===== src/rtl/pe_frac_pkg.sv =====
// Shared Q4.12 constants, FSM state type and the ln-threshold table for the 12b_frac PE.
// LOG_THR[idx] = round(e^(idx-8) * 4096); idx 11..15 are unreachable sentinels.
package pe_frac_pkg;

  localparam int          FRAC_BITS   = 12;
  localparam logic [15:0] ONE         = 16'h1000;
  localparam int          EXP_MIN     = -8;
  localparam int          EXP_MAX_REP = 2;
  localparam int          THR_W       = 17;
  localparam int          IDX_W       = 4;

  typedef enum logic [1:0] {
    ST_IDLE   = 2'd0,
    ST_SEARCH = 2'd1,
    ST_DONE   = 2'd2
  } log_state_e;

  localparam logic [THR_W-1:0] LOG_THR [16] = '{
    17'd1,     17'd4,     17'd10,    17'd28,
    17'd75,    17'd204,   17'd554,   17'd1507,
    17'd4096,  17'd11134, 17'd30266, 17'h1FFFF,
    17'h1FFFF, 17'h1FFFF, 17'h1FFFF, 17'h1FFFF
  };

endpackage


===== src/rtl/lut_log_scale_rom.sv =====
// Combinational index-to-threshold lookup into LOG_THR.
module log_thr_rom
  import pe_frac_pkg::*;
(
  input  logic [IDX_W-1:0] idx,
  output logic [THR_W-1:0] thr
);

  // table read
  always_comb begin
    thr = LOG_THR[idx];
  end

endmodule


===== src/rtl/lut_log_scale.sv =====
// k = floor(ln x) for Q4.12 x via a 4-step binary search over LOG_THR, valid/ready on both sides.
// Optional residual output (x - thr[k]) is built only when LOG_RESIDUAL_EN is defined.
module lut_log_scale
  import pe_frac_pkg::*;
#(
  parameter int DATA_W = 16,
  parameter int EXP_W  = 4
) (
  input  logic              clk,
  input  logic              rst_n,
  input  logic              in_valid,
  output logic              in_ready,
  input  logic [DATA_W-1:0] in_data,
  output logic              out_valid,
  input  logic              out_ready,
  output logic [EXP_W-1:0]  exp_int,
  output logic              zero_flag,
  output logic              sat_flag
`ifdef LOG_RESIDUAL_EN
  ,
  output logic [DATA_W-1:0] residual
`endif
);

  log_state_e        state_q, state_d;
  logic [DATA_W-1:0] x_q, x_d;
  logic [IDX_W-1:0]  idx_q, idx_d;
  logic [1:0]        step_q, step_d;
  logic              in_ready_q, in_ready_d;
  logic              out_valid_q, out_valid_d;
  logic [EXP_W-1:0]  exp_int_q, exp_int_d;
  logic              zero_flag_q, zero_flag_d;
  logic              sat_flag_q, sat_flag_d;

  logic [IDX_W-1:0]  cand_s;
  logic [IDX_W-1:0]  idx_next_s;
  logic [THR_W-1:0]  thr_cand_s;

  assign cand_s = idx_q | (4'd1 << step_q);

  log_thr_rom u_rom_cmp (
    .idx (cand_s),
    .thr (thr_cand_s)
  );

  // The candidate is kept when its threshold does not exceed x (x zero-extended to 17 bits).
  assign idx_next_s = (thr_cand_s <= {1'b0, x_q}) ? cand_s : idx_q;

`ifdef LOG_RESIDUAL_EN
  logic [DATA_W-1:0] residual_q, residual_d;
  logic [THR_W-1:0]  thr_sel_s;

  log_thr_rom u_rom_res (
    .idx (idx_next_s),
    .thr (thr_sel_s)
  );
`endif

  // next-state and output-register logic
  always_comb begin
    state_d     = state_q;
    x_d         = x_q;
    idx_d       = idx_q;
    step_d      = step_q;
    in_ready_d  = in_ready_q;
    out_valid_d = out_valid_q;
    exp_int_d   = exp_int_q;
    zero_flag_d = zero_flag_q;
    sat_flag_d  = sat_flag_q;
`ifdef LOG_RESIDUAL_EN
    residual_d  = residual_q;
`endif
    case (state_q)
      ST_IDLE: begin
        if (in_valid) begin
          x_d        = in_data;
          idx_d      = 4'd0;
          step_d     = 2'd3;
          in_ready_d = 1'b0;
          state_d    = ST_SEARCH;
        end else begin
          state_d    = ST_IDLE;
        end
      end
      ST_SEARCH: begin
        idx_d  = idx_next_s;
        step_d = step_q - 2'd1;
        if (step_q == 2'd0) begin
          state_d     = ST_DONE;
          out_valid_d = 1'b1;
          exp_int_d   = EXP_W'(int'(idx_next_s) + EXP_MIN);
          zero_flag_d = (x_q == '0);
          sat_flag_d  = (idx_next_s == IDX_W'(EXP_MAX_REP - EXP_MIN));
`ifdef LOG_RESIDUAL_EN
          // x = 0 still lands on idx 0 (thr 1); clamp so the residual never wraps.
          if (x_q == '0) begin
            residual_d = '0;
          end else begin
            residual_d = x_q - thr_sel_s[DATA_W-1:0];
          end
`endif
        end else begin
          state_d = ST_SEARCH;
        end
      end
      ST_DONE: begin
        if (out_ready) begin
          state_d     = ST_IDLE;
          out_valid_d = 1'b0;
          in_ready_d  = 1'b1;
        end else begin
          state_d     = ST_DONE;
        end
      end
      default: begin
        state_d     = ST_IDLE;
        in_ready_d  = 1'b1;
        out_valid_d = 1'b0;
      end
    endcase
  end

  // FSM and output registers; reset drops any in-flight sample
  always_ff @(posedge clk or negedge rst_n) begin
    if (!rst_n) begin
      state_q     <= ST_IDLE;
      x_q         <= '0;
      idx_q       <= '0;
      step_q      <= 2'd0;
      in_ready_q  <= 1'b1;
      out_valid_q <= 1'b0;
      exp_int_q   <= '0;
      zero_flag_q <= 1'b0;
      sat_flag_q  <= 1'b0;
`ifdef LOG_RESIDUAL_EN
      residual_q  <= '0;
`endif
    end else begin
      state_q     <= state_d;
      x_q         <= x_d;
      idx_q       <= idx_d;
      step_q      <= step_d;
      in_ready_q  <= in_ready_d;
      out_valid_q <= out_valid_d;
      exp_int_q   <= exp_int_d;
      zero_flag_q <= zero_flag_d;
      sat_flag_q  <= sat_flag_d;
`ifdef LOG_RESIDUAL_EN
      residual_q  <= residual_d;
`endif
    end
  end

  assign in_ready  = in_ready_q;
  assign out_valid = out_valid_q;
  assign exp_int   = exp_int_q;
  assign zero_flag = zero_flag_q;
  assign sat_flag  = sat_flag_q;
`ifdef LOG_RESIDUAL_EN
  assign residual  = residual_q;
`endif

endmodule


===== config.mk =====
export PLATFORM = sky130hd
export DESIGN_NAME = lut_log_scale
export DESIGN_NICKNAME = d
export VERILOG_FILES = /design/src/rtl/pe_frac_pkg.sv /design/src/rtl/lut_log_scale_rom.sv /design/src/rtl/lut_log_scale.sv
export SDC_FILE = /design/constraint.sdc
export NUM_CORES = 1
export LEC_CHECK = 0
export CAP_MARGIN = 20
export CORE_ASPECT_RATIO = 0.8
export CORE_UTILIZATION = 28
export CTS_CLUSTER_SIZE = 8
export DETAILED_ROUTE_END_ITERATION = 7
export SLEW_MARGIN = 20
export SYNTH_ARGS = -nofsm -noshare
export SYNTH_HDL_FRONTEND = slang
export SYNTH_SLANG_ARGS = --single-unit

===== constraint.sdc =====
create_clock -name clk -period 3.7 [get_ports clk]
set_input_delay 0.925 -clock clk [delete_from_list [all_inputs] [get_ports clk]]
set_output_delay 0.925 -clock clk [all_outputs]
set_load 0.01 [all_outputs]

==> Implementation_results.wiki, run 1 <==
{| class="wikitable"
! Metric !! Value
|-
| Run status || finished, final reports clean
|-
| Routability cong. || 0.8225
|-
| TritonCTS clock tree || yes
|-
| Detailed-route via count || 1596
|-
| Part of the power in registers || 26.0%
|-
| Detailed Route WL || 4224 µm
|-
| Layout area overhead || 24.81%
|-
| Peak clock frequency supported by timing || 293.1 MHz
|-
| Leakage power figure || 1.165 nW
|-
| Average routed wire per standard cell || 12.88 µm
|-
| Cell Rows || 27
|-
| Setup violators final || 0
|-
| Aggregate global-route resource usage || 12.16%
|-
| Synthesis warning total || 0
|-
| Quantity of I/O buffers inserted on ports || 27
|-
| Hold Vio Cnt, Final || 0
|-
| Max H-tree Level || 2
|-
| Commonest non-fill, non-tap cells in the layout || 31 x sky130_fd_sc_hd__dfrtp_1, 27 x sky130_fd_sc_hd__clkdlybuf4s50_1, 25 x sky130_fd_sc_hd__nand2_1, 24 x sky130_fd_sc_hd__ha_1, 22 x sky130_fd_sc_hd__inv_1
|-
| Number of flip-flops and latches in the synthesized netlist || 32
|-
| Slew at the pin closest to its max-slew limit || 0.4793 ns
|-
| Worst Skew || 0.009478 ns
|-
| Total DRC errors in the routed layout || 0
|-
| Part of the power in combinational logic || 61.1%
|-
| Worst EP required || 3.93 ns
|-
| Sw Share || 43.96%
|-
| Net Count, Synth || 252
|-
| Dominant combinational cell family by area after synthesis || adder cells
|-
| Endpoint type of the worst setup path || flop
|-
| Area of the mapped netlist || 0.002017 mm²
|-
| Fraction of final layout cells sized beyond drive strength 1 || 15.77%
|-
| CTS clk-pin slew, worst paths || 0.07 ns
|-
| Wire length of the first global-routing pass || 7472 µm
|-
| Total Neg Setup Slack || 0 ns
|-
| Antenna Diode Count || 0
|-
| Remaining global-route overflow || 0
|-
| Die outline area || 0.007549 mm²
|-
| Number of instances in the synthesized netlist || 207
|-
| Router iterations before antenna repair || 4
|-
| Arithmetic-cell share of the synthesized area counting full adders, half adders and majority gates || 15.51%
|-
| Remaining antenna violation count after routing || 0
|-
| Startpoint type of the worst setup path || flop
|-
| I/O pin total || 28
|-
| DR vias/cell || 4.866
|-
| Fraction of synthesized area in multiplexers || 9.429%
|-
| Topmost layer with routed signal wires || met4
|-
| Later-pin clock latency in the skew report || 0.29 ns
|-
| Initial DRC Count || 72
|-
| Wire length on met3 || 148 µm
|-
| Data arrival time of the critical path || 3.64 ns
|-
| Horiz. Die Dim || 96.89 µm
|-
| Count of flip-flops with a built-in enable after synthesis || 0
|-
| Sequential-to-total area share from yosys stat || 39.76%
|-
| Worst Path Class, Setup || reg -> reg
|-
| Power per standard cell area || 1009 mW/mm²
|-
| Max VDD drop || 398.9 µV
|-
| Number of global-route vias before repair || 1577
|-
| Clock tree root buffer cell || sky130_fd_sc_hd__clkbuf_8
|-
| Crit Path Max Fanout || 6
|-
| Share of synthesized cell area in and, or, nand and nor gates || 14.83%
|-
| Synth cell types || 41
|-
| Area of the placeable core || 0.006925 mm²
|-
| Leading cell type in the layout, fill and taps excluded || sky130_fd_sc_hd__dfrtp_1
|-
| DP HPWL || 3229 µm
|-
| Detailed-route wire length on metal 1 || 2156 µm
|-
| Clock share of power || 12.9%
|-
| Xor and xnor area share after synthesis || 0%
|-
| Asr flop ratio synth || 100.0%
|-
| Largest net degree at the start of global routing || 33
|-
| Final cycle utilization of the critical path || 92.22%
|-
| Max-capacitance violation count || 0
|-
| Number of antenna violations at the first check in global routing || 0
|-
| Number of sinks driven by the clock tree || 32
|-
| Fraction of the mapped netlist area in compound gates || 14.52%
|-
| Avg Cell Area, Syn || 9.744 µm²
|-
| Flip-flop cell with the highest count after synthesis || sky130_fd_sc_hd__dfrtp_1
|-
| P_int || 1.424 mW
|-
| Initial standard-cell utilization of the core || 29.12%
|-
| Worst slew slack as a fraction of its limit || 68.05%
|-
| Worst hold slack || 0.4803 ns
|-
| Final worst path period need || 3.412 ns
|-
| Total clock buffers created by CTS || 5
|-
| Count of pins over their slew limit || 0
|-
| Vertical die dimension || 77.91 µm
|-
| Wire length on met2 || 1865 µm
|-
| Path type of the worst min-delay path || reg -> reg
|-
| Net switching power || 1.117 mW
|-
| Layout Nets || 285
|-
| Fill cells || 680
|-
| Unrepaired setup endpoints after global routing || false
|-
| Worst-case clock buffer depth || 2
|}
[synthesized netlist by cell type, drive strengths merged, types with 4 or more instances]
| library cell | number | share of area [%] |
|---|---|---|
| mux2 | 16 | 8.9 |
| nor2 | 9 | 1.7 |
| nand2 | 25 | 4.7 |
| o21ai | 13 | 3.8 |
| ha | 25 | 16 |
| nor4 | 4 | 1.2 |
| nand4 | 5 | 1.6 |
| dfrtp | 31 | 38 |
| clkbuf | 4 | 0.74 |
| or2 | 5 | 1.6 |
| a21oi | 10 | 3.0 |
| inv | 23 | 4.3 |
[cells by family after synthesis]
family | Yosys count
buffers and inverters | 29
adders and majority gates | 25
DFF | 32
muxes | 17
AOI/OAI and AO/OA | 42
and+or+nand+nor | 62
[per-stage QoR]
stage / cell area [µm²] / setup slack [ns] / total power, mW / instances / utilization [%]
after floorplan: 2017 / 0.5415 / 1.765 / 207 / -
after global placement: 2377 / 0.3076 / 2.123 / 317 / 34.33
after detailed placement: 2377 / 0.2000 / 2.138 / 317 / 34.33
after CTS: 2485 / 0.1745 / 2.484 / 325 / 35.88
after global routing: 2517 / 0.04641 / 2.811 / 328 / 36.35
final: 2517 / 0.2879 / 2.541 / 328 / 36.35
[worst paths after layout]
check / from / endpoint / slack, ns / cells past startpoint
worst max-delay path: step_q[0] / exp_int[2] / 0.29 / 13
worst min-delay path: zero_flag / zero_flag / 0.48 / 2
worst max register to register: step_q[0] / exp_int[2] / 0.29 / 13
worst min register to register: zero_flag / zero_flag / 0.48 / 2
max in group asynchronous: rst_n / in_ready / 2.35 / 2
min in group asynchronous: rst_n / exp_int[0] / 1.03 / 2
[registers in the layout, summed over array words and instances, names as in the netlist]
signal,cells
x_q,16
sat_flag,1
out_valid,1
state_q,2
exp_int,4
in_ready,1
zero_flag,1
idx_q,4
step_q,2
[area by class of cell]
cell class              count  area [µm²]  share of cell area, %
clock buffers               6       72.57                  2.883
clock inverters             2       35.03                  1.392
inverters                  23       86.33                  3.429
multi-input cells         147        1112                  44.19
flip-flops and latches     32       802.0                  31.86
well taps                  87       108.9                  4.324
repair buffers             31       300.3                  11.93
[worst max-delay path, stage by stage (launching register included)]
cell                      delay, ns
sky130_fd_sc_hd__dfrtp_1       0.39
sky130_fd_sc_hd__inv_1         0.08
sky130_fd_sc_hd__ha_1          0.26
sky130_fd_sc_hd__or2_2         0.38
sky130_fd_sc_hd__ha_2          0.24
sky130_fd_sc_hd__o21ai_4       0.21
sky130_fd_sc_hd__o21ai_0       0.17
sky130_fd_sc_hd__ha_1          0.33
sky130_fd_sc_hd__nand4_1       0.18
sky130_fd_sc_hd__nor4b_2       0.33
sky130_fd_sc_hd__nand3_1       0.13
sky130_fd_sc_hd__and3_1        0.26
sky130_fd_sc_hd__a21oi_2       0.22
sky130_fd_sc_hd__a31o_1        0.18
[power by group through the flow]
stage / logic, mW / clock network, mW / registers, mW
floorplan: 1.12 / 0 / 0.643
global placement: 1.46 / 0 / 0.662
detailed placement: 1.47 / 0 / 0.671
CTS: 1.48 / 0.339 / 0.664
global route: 1.77 / 0.356 / 0.686
finish: 1.55 / 0.328 / 0.660
[metal layers]
metal  up-vias  track usage [%]
met5         -                0
met4         0            4.030
met3         6            3.063
met2        28            18.66
met1       763            16.66
li1        799                -
[what timing repair did]
| item | 4_1_cts | 5_1_grt |
|---|---|---|
| setup endpoints to repair | 0 | 9 |
| hold buffers | 0 | 0 |
| buffers inserted | 0 | 2 |
| resized for setup | 0 | 2 |
No activity file was read; power rests on OpenSTA's default activity.
==> run 2: changes to the inputs <==
--- a/config.mk
+++ b/config.mk
@@ -10,6 +10,7 @@
 export CORE_UTILIZATION = 28
 export CTS_CLUSTER_SIZE = 8
 export DETAILED_ROUTE_END_ITERATION = 7
+export RECOVER_POWER = 50
 export SLEW_MARGIN = 20
 export SYNTH_ARGS = -nofsm -noshare
 export SYNTH_HDL_FRONTEND = slang
==> constraint.sdc (replaced) <==
create_clock -name clk -period 3.99 [get_ports clk]
set_input_delay 0.9975 -clock clk [delete_from_list [all_inputs] [get_ports clk]]
set_output_delay 0.9975 -clock clk [all_outputs]
set_load 0.01 [all_outputs]
==> run 2 against run 1 <==
The run now ends with capacitance limit, slew limit left. Sequential share of layout area rose by 0.75 points. Worst setup slack better by 0.14 ns. Maximum frequency is 4.3% lower. Wire length decreased by 2.8%. Clock skew decreased by 0.0054 ns. Non-clock buffer count down 3. Via count shrank 3.3%. Critical endpoint is now idx_q[1]. Largest cell class unchanged. Largest power group unchanged.
==> Implementation_results.wiki, run 2 (synthesized netlist as in run 1, its figures left out) <==
{| class="wikitable"
! Metric !! Value
|-
| Setup violators final || 0 (unchanged)
|-
| Final cycle utilization of the critical path || 89.39% (was 92.22%)
|-
| Max H-tree Level || 2 (unchanged)
|-
| Count of pins over their slew limit || 33 (was 0)
|-
| Layout Nets || 281 (was 285)
|-
| Data arrival time of the critical path || 3.79 ns (was 3.64 ns)
|-
| Routability cong. || 0.8088 (was 0.8225)
|-
| Worst slew slack as a fraction of its limit || -13.47% (was 68.05%)
|-
| Worst Path Class, Setup || reg -> reg (unchanged)
|-
| Number of antenna violations at the first check in global routing || 0 (unchanged)
|-
| # resized after CTS || 0 (unchanged)
|-
| Number of sinks driven by the clock tree || 32 (unchanged)
|-
| Peak clock frequency supported by timing || 280.4 MHz (was 293.1 MHz)
|-
| DP HPWL || 3190 µm (was 3229 µm)
|-
| Max-capacitance violation count || 1 (was 0)
|-
| I/O pin total || 28 (unchanged)
|-
| CTS hold repair buffers || 0 (unchanged)
|-
| Power per standard cell area || 909.0 mW/mm² (was 1009 mW/mm²)
|-
| Filler-free cell count of the finished design || 324 (was 328)
|-
| Part of the power in registers || 27.3% (was 26.0%)
|-
| Total Neg Setup Slack || 0 ns (unchanged)
|-
| Die outline area || 0.007549 mm² (unchanged)
|-
| Violated checks || capacitance limit, slew limit
|-
| Cell Rows || 27 (unchanged)
|-
| Startpoint type of the worst setup path || flop (unchanged)
|-
| Net switching power || 0.9951 mW (was 1.117 mW)
|-
| Part of the power in combinational logic || 60.8% (was 61.1%)
|-
| Largest register by flop count || x_q (unchanged)
|-
| Vertical die dimension || 77.91 µm (unchanged)
|-
| Worst EP required || 4.22 ns (was 3.93 ns)
|-
| Slowest CP cell || sky130_fd_sc_hd__dfrtp_1 (unchanged)
|-
| Detailed-route via count || 1544 (was 1596)
|-
| Critical path's largest stage delay || 0.42 ns (was 0.39 ns)
|-
| Leakage power figure || 1.136 nW (was 1.165 nW)
|-
| Clock tree root buffer cell || sky130_fd_sc_hd__clkbuf_8 (unchanged)
|-
| Hold Vio Cnt, Final || 0 (unchanged)
|-
| Unrepaired setup endpoints after global routing || false (unchanged)
|-
| Remaining antenna violation count after routing || 0 (unchanged)
|-
| Number of flip-flops under the largest register name || 16 (unchanged)
|-
| Path type of the worst min-delay path || reg -> reg (unchanged)
|-
| Area of the placeable core || 0.006925 mm² (unchanged)
|-
| Number of buffers inserted by post-CTS setup repair || 0 (unchanged)
|-
| Initial DRC Count || 56 (was 72)
|-
| Quantity of I/O buffers inserted on ports || 27 (unchanged)
|-
| Crit-path most repeated cell || sky130_fd_sc_hd__ha_1 (unchanged)
|-
| Endpoint type of the worst setup path || flop (unchanged)
|-
| Layout area overhead || 21.96% (was 24.81%)
|-
| Worst-case clock buffer depth || 2 (unchanged)
|-
| Total clock buffers created by CTS || 5 (unchanged)
|-
| Leading cell type in the layout, fill and taps excluded || sky130_fd_sc_hd__dfrtp_1 (unchanged)
|-
| Commonest non-fill, non-tap cells in the layout || 31 x sky130_fd_sc_hd__dfrtp_1, 25 x sky130_fd_sc_hd__nand2_1, 25 x sky130_fd_sc_hd__ha_1, 24 x sky130_fd_sc_hd__clkdlybuf4s50_1, 22 x sky130_fd_sc_hd__inv_1 (was 31 x sky130_fd_sc_hd__dfrtp_1, 27 x sky130_fd_sc_hd__clkdlybuf4s50_1, 25 x sky130_fd_sc_hd__nand2_1, 24 x sky130_fd_sc_hd__ha_1, 22 x sky130_fd_sc_hd__inv_1)
|-
| Clock share of power || 11.9% (was 12.9%)
|-
| Initial standard-cell utilization of the core || 29.12% (unchanged)
|-
| Later-pin clock latency in the skew report || 0.29 ns (about the same)
|-
| Max VDD drop || 365.0 µV (was 398.9 µV)
|-
| Total DRC errors in the routed layout || 0 (unchanged)
|-
| Wire length of the first global-routing pass || 7327 µm (was 7472 µm)
|-
| Average routed wire per standard cell || 12.67 µm (was 12.88 µm)
|-
| Fill cells || 718 (was 680)
|-
| Largest net degree at the start of global routing || 33 (unchanged)
|-
| Aggregate global-route resource usage || 12.07% (was 12.16%)
|-
| DR vias/cell || 4.765 (was 4.866)
|-
| Remaining global-route overflow || 0 (unchanged)
|-
| Number of placed instances with taps included || 316 (was 317)
|-
| Fraction of final layout cells sized beyond drive strength 1 || 13.08% (was 15.77%)
|-
| Antenna Diode Count || 0 (unchanged)
|-
| Crit Path Max Fanout || 9 (was 6)
|-
| Detailed Route WL || 4106 µm (was 4224 µm)
|-
| Worst Skew || 0.004066 ns (was 0.009478 ns)
|-
| Horiz. Die Dim || 96.89 µm (unchanged)
|-
| Sw Share || 44.50% (was 43.96%)
|-
| Final worst path period need || 3.567 ns (was 3.412 ns)
|-
| P_int || 1.241 mW (was 1.424 mW)
|-
| Hold-critical path depth || 2 (unchanged)
|-
| Number of global-route vias before repair || 1523 (was 1577)
|-
| TritonCTS clock tree || yes (unchanged)
|-
| Run status || finished, violations left (was finished, final reports clean)
|-
| Slew at the pin closest to its max-slew limit || 1.702 ns (was 0.4793 ns)
|-
| CTS clk-pin slew, worst paths || 0.07 ns (about the same)
|-
| Path depth of the worst reg2reg path || 13 (unchanged)
|-
| Router iterations before antenna repair || 4 (unchanged)
|-
| Cell breakdown of the critical path || inv_1, ha_1, or2_2, ha_1, o21ai_4, o21ai_0, ha_1, nand4_1, nor4b_1, nand3_1, and3_1, a21oi_4, a32o_1 (was inv_1, ha_1, or2_2, ha_2, o21ai_4, o21ai_0, ha_1, nand4_1, nor4b_2, nand3_1, and3_1, a21oi_2, a31o_1)
|}
run 2: power by group through the flow:
stage | Clock (mW) | Sequential, mW | Combinational (mW)
4_1_cts | 0.276 | 0.613 | 1.37
3_3_place_gp | 0 | 0.613 | 1.35
5_1_grt | 0.289 | 0.634 | 1.56
3_5_place_dp | 0 | 0.619 | 1.35
6_report | 0.265 | 0.611 | 1.36
2_1_floorplan | 0 | 0.596 | 1.04
run 2: layout make-up:
| type | count | area, µm² | area share, % |
|---|---|---|---|
| clock inverter | 1 | 7.507 | 0.3052 |
| multi-input combinational | 146 | 1095 | 44.51 |
| sequential | 32 | 802.0 | 32.60 |
| clock buffer | 7 | 86.33 | 3.510 |
| timing repair buffer | 28 | 274.0 | 11.14 |
| tap | 87 | 108.9 | 4.425 |
| inverter | 23 | 86.33 | 3.510 |
run 2: path summary, 6_finish.rpt:
path / start / end / slack (ns)
min in group asynchronous: rst_n / step_q[1] / 1.68
min reg2reg: zero_flag / zero_flag / 0.48
max: step_q[0] / idx_q[1] / 0.42
min: zero_flag / zero_flag / 0.48
max reg2reg: step_q[0] / idx_q[1] / 0.42
max in group asynchronous: rst_n / x_q[12] / 1.32
run 2: per-layer routing:
| layer | global-route usage (%) | routed length, µm |
|---|---|---|
| met5 | 0 | 0 |
| met4 | 4.925 | 51 |
| met3 | 2.973 | 160 |
| met2 | 18.03 | 1766 |
| met1 | 16.60 | 2128 |
run 2: critical path: cells and delay by family, from the launching register on:
family / cells / cell delay, ns
buf+inv: 1 / 0.09
compound gates: 4 / 0.87
simple gates: 5 / 1.23
fa+ha+maj: 3 / 0.91
flops: 1 / 0.42
run 2: through the flow:
stage / total power, mW / utilization [%] / hold WS [ns] / cell area, µm² / setup WS [ns]
global placement: 1.960 / 34.22 / 0.4705 / 2370 / 0.5456
finish: 2.236 / 35.52 / 0.4825 / 2460 / 0.4233
floorplan: 1.637 / - / 0.5003 / 2017 / 0.8315
CTS: 2.255 / 35.57 / 0.4907 / 2464 / 0.4415
detailed placement: 1.974 / 34.22 / 0.4745 / 2370 / 0.4759
global route: 2.487 / 35.52 / 0.5140 / 2460 / 0.1586
